**config.mk**
```make
export PLATFORM = sky130hd
export DESIGN_NAME = mult_share_arbiter
export DESIGN_NICKNAME = d
export VERILOG_FILES = /design/src/rtl/mult_share_arbiter.sv
export SDC_FILE = /design/constraint.sdc
export NUM_CORES = 1
export LEC_CHECK = 0
export ABC_AREA = 1
export BUFFER_PORTS_ARGS = -buffer_cell sky130_fd_sc_hd__buf_2
export CAP_MARGIN = 10
export CORE_MARGIN = 1
export CORE_UTILIZATION = 48
export CTS_CLUSTER_SIZE = 14
export DETAILED_ROUTE_END_ITERATION = 10
export GPL_ROUTABILITY_DRIVEN = 0
export PLACE_DENSITY = 0.84
export REMOVE_ABC_BUFFERS = 1
export SYNTH_ARGS = -nofsm -noshare
export SYNTH_HDL_FRONTEND = slang
export SYNTH_SLANG_ARGS = --single-unit
```
**constraint.sdc**
```tcl
create_clock -name i_clk -period 1.9 [get_ports i_clk]
set_input_delay 0.38 -clock i_clk [delete_from_list [all_inputs] [get_ports i_clk]]
set_output_delay 0.38 -clock i_clk [all_outputs]
set_load 0.01 [all_outputs]
```
**src/rtl/mult_share_arbiter.sv**
```systemverilog
// Round-robin share of one pipelined multiplier between NUM_REQ requesters; define MULT_SHARE_ARBITER_FIXED_PRIO_EN for fixed priority.
// Result valid MULT_LATENCY+1 enabled cycles after accept; a pending unpopped result blocks its requester's next grant.
module mult_share_arbiter #(
   parameter int DATA_WIDTH   = 16,
   parameter int NUM_REQ      = 2,
   parameter int MULT_LATENCY = 2
) (
   input  logic                              i_clk,
   input  logic                              i_rst_n,
   input  logic                              i_en,
   input  logic [NUM_REQ-1:0]                iv_req_valid,
   output logic [NUM_REQ-1:0]                ov_req_ready,
   input  logic [NUM_REQ*DATA_WIDTH-1:0]     iv_req_a,
   input  logic [NUM_REQ*DATA_WIDTH-1:0]     iv_req_b,
   output logic [DATA_WIDTH-1:0]             ov_mult_a,
   output logic [DATA_WIDTH-1:0]             ov_mult_b,
   input  logic [2*DATA_WIDTH-1:0]           iv_mult_prod,
   output logic [NUM_REQ-1:0]                ov_res_valid,
   input  logic [NUM_REQ-1:0]                iv_res_ready,
   output logic [NUM_REQ*2*DATA_WIDTH-1:0]   ov_res_prod,
   output logic                              ov_busy
);
   localparam int IW = (NUM_REQ > 1) ? $clog2(NUM_REQ) : 1;

   localparam logic [1:0] ST_IDLE     = 2'd0;
   localparam logic [1:0] ST_INFLIGHT = 2'd1;
   localparam logic [1:0] ST_DONE     = 2'd2;

   logic [NUM_REQ-1:0][1:0]            r_state;
   logic [NUM_REQ-1:0][2*DATA_WIDTH-1:0] r_res_prod;
   logic [DATA_WIDTH-1:0]              r_mult_a;
   logic [DATA_WIDTH-1:0]              r_mult_b;
   // Stage 0 is aligned with the operand register, so the tail lines up with iv_mult_prod.
   logic [MULT_LATENCY:0]              r_tag_vld;
   logic [MULT_LATENCY:0][IW-1:0]      r_tag_id;

   logic [NUM_REQ-1:0] w_elig;
   logic [NUM_REQ-1:0] w_gnt;
   logic [IW-1:0]      w_gnt_idx;
   logic               w_accept;
   logic               w_cap;
   logic [IW-1:0]      w_cap_id;

   always_comb begin
      w_elig = '0;
      for (int i = 0; i < NUM_REQ; i++) begin
         w_elig[i] = iv_req_valid[i] & (r_state[i] == ST_IDLE) & i_en & i_rst_n;
      end
   end

`ifdef MULT_SHARE_ARBITER_FIXED_PRIO_EN
   always_comb begin
      w_gnt     = '0;
      w_gnt_idx = '0;
      for (int i = NUM_REQ-1; i >= 0; i--) begin
         if (w_elig[i]) begin
            w_gnt     = '0;
            w_gnt[i]  = 1'b1;
            w_gnt_idx = IW'(i);
         end
      end
   end
`else
   logic [IW-1:0] r_last;
   logic [IW:0]   w_cand;
   logic          w_found;

   always_comb begin
      w_gnt     = '0;
      w_gnt_idx = '0;
      w_found   = 1'b0;
      w_cand    = '0;
      for (int off = 1; off <= NUM_REQ; off++) begin
         w_cand = {1'b0, r_last} + (IW+1)'(off);
         if (w_cand >= (IW+1)'(NUM_REQ)) begin
            w_cand = w_cand - (IW+1)'(NUM_REQ);
         end
         if (!w_found && w_elig[w_cand[IW-1:0]]) begin
            w_found                 = 1'b1;
            w_gnt[w_cand[IW-1:0]]   = 1'b1;
            w_gnt_idx               = w_cand[IW-1:0];
         end
      end
   end

   always_ff @(posedge i_clk or negedge i_rst_n) begin
      if (!i_rst_n) begin
         r_last <= IW'(NUM_REQ-1);
      end else if (w_accept) begin
         r_last <= w_gnt_idx;
      end
   end
`endif

   assign w_accept     = |w_gnt;
   assign ov_req_ready = w_gnt;
   assign w_cap        = i_en & r_tag_vld[MULT_LATENCY];
   assign w_cap_id     = r_tag_id[MULT_LATENCY];

   always_ff @(posedge i_clk or negedge i_rst_n) begin
      if (!i_rst_n) begin
         r_mult_a  <= '0;
         r_mult_b  <= '0;
         r_tag_vld <= '0;
         r_tag_id  <= '0;
      end else if (i_en) begin
         r_tag_vld <= {r_tag_vld[MULT_LATENCY-1:0], w_accept};
         r_tag_id  <= {r_tag_id[MULT_LATENCY-1:0], w_gnt_idx};
         if (w_accept) begin
            r_mult_a <= iv_req_a[int'(w_gnt_idx)*DATA_WIDTH +: DATA_WIDTH];
            r_mult_b <= iv_req_b[int'(w_gnt_idx)*DATA_WIDTH +: DATA_WIDTH];
         end
      end
   end

   always_ff @(posedge i_clk or negedge i_rst_n) begin
      if (!i_rst_n) begin
         r_state    <= '0;
         r_res_prod <= '0;
      end else begin
         for (int i = 0; i < NUM_REQ; i++) begin
            case (r_state[i])
               ST_IDLE: begin
                  if (w_gnt[i]) r_state[i] <= ST_INFLIGHT;
               end
               ST_INFLIGHT: begin
                  if (w_cap && (w_cap_id == IW'(i))) begin
                     r_state[i]    <= ST_DONE;
                     r_res_prod[i] <= iv_mult_prod;
                  end
               end
               ST_DONE: begin
                  if (i_en && iv_res_ready[i]) r_state[i] <= ST_IDLE;
               end
               default: r_state[i] <= ST_IDLE;
            endcase
         end
      end
   end

   always_comb begin
      ov_res_valid = '0;
      ov_busy      = 1'b0;
      for (int i = 0; i < NUM_REQ; i++) begin
         ov_res_valid[i] = (r_state[i] == ST_DONE);
         ov_busy         = ov_busy | (r_state[i] != ST_IDLE);
      end
   end

   assign ov_mult_a   = r_mult_a;
   assign ov_mult_b   = r_mult_b;
   assign ov_res_prod = r_res_prod;

endmodule

```
==> run_results.csv <==
group,metric,value,unit
sta,max_freq,0.557,GHz
cts,cts_num_sinks,107,
place,hpwl,8.26,mm
pwr,totalPowerFinal,8.68,mW
cts,cts.htree.levels,3,
place,portBuffers,203,
cts,clockRootBuffer,"clkbuf_8",
critical_path,cp.arrival,1.42,ns
critical_path,worstRegToRegCells,8,
critical_path,crit_fanout,5,
die,dieArea,0.0102,mm^2
pwr,p_int,5.41,mW
critical_path,crit_buf_inv,2,
drt,drt_iter0_drc,213,
critical_path,slowest_stage,"dfrtp_1",
die,io_pins,204,
sta,finalCritPeriodShare,0.945,
drt,vias,4332,
critical_path,cpPeakStageDelay,0.42,ns
drt,wire_per_inst,13.7,um
sta,slew_viol_final,0,
sta,setup_viol,0,
yosys,yosysWarnings,0,
critical_path,crit_cells,6,
yosys,yosysSeqAreaShare,0.569,
finish,antenna_cells,0,
sta,worst_pin_slew,0.576,ns
finish,fillers,779,
drt,routed_wl,12.0,mm
finish,finalNetCount,842,
critical_path,cp.required,1.52,ns
drt,drc,0,
die,fp.dieW,101,um
drt,vias_per_cell,4.97,
global_routing,grt_usage,0.237,
yosys,synthesis.area,0.00471,mm^2
min_path,min_path_type,"in2async",
critical_path,cp_top_family,"simple AND/OR/NAND/NOR gates",
pwr,power_density,1440,mW/mm^2
die,rows,35,
pwr,vdd_drop_max,0.804,mV
finish,drive_above_1_share,0.326,
yosys,synth.top_cell.area_share,0.563,
job,maxCapViolCount,0,
sta,slew_headroom,0.616,
drt,first_pass_iters,4,
global_routing,grt_start_max_net_pins,108,
finish,area_delta_synth_final,28.1,%
finish,fin_area,0.00603,mm^2
global_routing,antenna_found_initial,0,
pwr,swShare,0.377,
pwr,p_leak,3.54,nW
yosys,ys_types,22,
die,core,0.00937,mm^2
critical_path,start_kind,"flip-flop",
cts,cts_tree,"yes",
critical_path,crit_path_frequent_cell,"nor2_4",
critical_path,setup.worst_path.end_class,"primary output",
yosys,yosys.area.top_type,"dfrtp_1",
cts,clock_latency,0.36,ns
global_routing,grt_pass1_wl,18.9,mm
sta,period_minus_slack,1.80,ns
place,postPlaceCellArea,0.00579,mm^2
yosys,synth_seq_cells,107,
pwr,power_frac_clock,0.179,
yosys,avgSynthCellArea,8.61,um^2
yosys,synthCells,547,
pwr,power_frac_seq,0.441,
global_routing,grt_pass1_vias,4089,
pwr,switchingPower,3.27,mW
die,die_height,101,um
critical_path,critPathKind,"reg2out",
cts,cts.reportedPaths.clkPinSlew,0.11,ns
sta,fin_worst_skew,0.0177,ns
critical_path,path_cells,"nor2_4 > nand2_2 > nor2_4 > nand2_4 > inv_1 > buf_2",
cts,cts_max_path_buffers,2,
yosys,synth.area.top_cells,"dfrtp_1, nand2_1, nand3_1, o21ai_0, inv_1",
drt,ant_nets,0,
pwr,p_comb_frac,0.380,
cts,cts_made_buffers,9,
outcome,outcome,"finished, final reports clean",
die,initial_core_util,0.502,
global_routing,grt_overflow,0,
sta,hold_violations,0,
-- flip-flops by register name (all words and copies together) (netlist names) --
name         cells
r_tag_vld        3
w_cap_id         1
ov_mult_b       16
r_tag_id         2
r_state          4
ov_mult_a       16
ov_res_prod     64
r_last           1
-- cell usage after synthesis, drive strengths merged --
cell type	n
inv	76
nand3	102
clkbuf	7
nand2	151
nand4	1
buf	26
dfrtp	106
o21ai	68
nor2	7
o31ai	1
dfstp	1
o211ai	1
-- placed cells by master (no fill, tap or decap), drive strengths merged --
cell type  count
dfrtp        106
clkinv         2
clkbuf         9
nand3        102
buf          214
inv           78
o21ai         68
o211ai         1
bufinv         2
nor2           7
o31ai          1
nand4          1
dfstp          1
nand2        151
-- cell families (layout without fill, tap and decap cells) --
group | count (synthesis) | count (layout) | synth area share
and+or+nand+nor | 261 | 261 | 0.251
buffers and inverters | 109 | 305 | 0.104
DFF | 107 | 107 | 0.569
AOI/OAI and AO/OA | 70 | 70 | 0.0755
-- power groups by stage --
stage                     logic, mW  clock network, mW  registers, mW
final                          3.30               1.56           3.83
after global routing           3.71               1.68           3.95
after CTS                      3.30               1.59           3.82
after detailed placement       3.30                  0           3.84
after global placement         3.16                  0           3.81
after floorplan                1.30                  0           4.26
-- layout make-up --
class | instances | area, um^2 | share of cell area
Sequential cell | 107 | 2680 | 0.444
Multi-Input combinational cell | 331 | 1540 | 0.256
Timing Repair Buffer | 214 | 1140 | 0.189
Inverter | 76 | 288 | 0.0477
Tap cell | 129 | 161 | 0.0268
Clock buffer | 9 | 124 | 0.0205
Clock inverter | 6 | 97.6 | 0.0162
-- metal layers --
layer | share of wire | wire [um] | GRT usage
met1 | 0.41 | 4930 | 0.309
met2 | 0.47 | 5640 | 0.390
met3 | 0.11 | 1300 | 0.0721
met5 | 0 | 0 | 0
met4 | 0.0085 | 102 | 0.0513
-- metrics by stage --
| stage | std cells | utilization | TNS [ns] | hold WS, ns | worst slack (ns) |
|---|---|---|---|---|---|
| floorplan | 514 | - | -13.66 | 0.0844 | -0.444 |
| CTS | 870 | 0.641 | 0 | 0.133 | 0.0330 |
| finish | 872 | 0.644 | 0 | 0.0834 | 0.104 |
| detailed placement | 855 | 0.618 | 0 | 0.466 | 0.323 |
| global placement | 855 | 0.618 | 0 | 0.459 | 0.350 |
| global route | 872 | 0.644 | -0.00398 | 0.126 | -0.00398 |
-- worst reg2reg max path, stage by stage (launching register included) --
cell     delay (ns)
dfrtp_1        0.42
nor2_4         0.17
nand2_2        0.10
nor2_4         0.12
buf_4          0.34
nand3_1        0.15
nand2_1        0.10
inv_1          0.04
nand2_1        0.05
-- worst paths after layout --
check | slack [ns] | end | start
worst min-delay path | 0.08 | ov_mult_b[0]$_DFFE_PN0P_ | i_rst_n
worst max register to register | 0.34 | ov_mult_a[13]$_DFFE_PN0P_ | r_state[3]$_DFFE_PN0P_
min in group i_clk | 0.25 | ov_mult_a[15]$_DFFE_PN0P_ | iv_req_a[15]
worst min register to register | 0.49 | ov_res_prod[44]$_DFFE_PN0P_ | ov_res_prod[44]$_DFFE_PN0P_
worst max-delay path | 0.10 | ov_req_ready[1] | r_state[3]$_DFFE_PN0P_
max in group asynchronous | 1.35 | r_state[2]$_DFFE_PN0P_ | i_rst_n
-- what timing repair did --
| action | in CTS | in global routing |
|---|---|---|
| hold buffers | 0 | 0 |
| resized for setup | 0 | 2 |
| setup buffers | 0 | 2 |
| endpoints found under the setup margin | 0 | 2 |
Power figures use the tool's default switching activity.
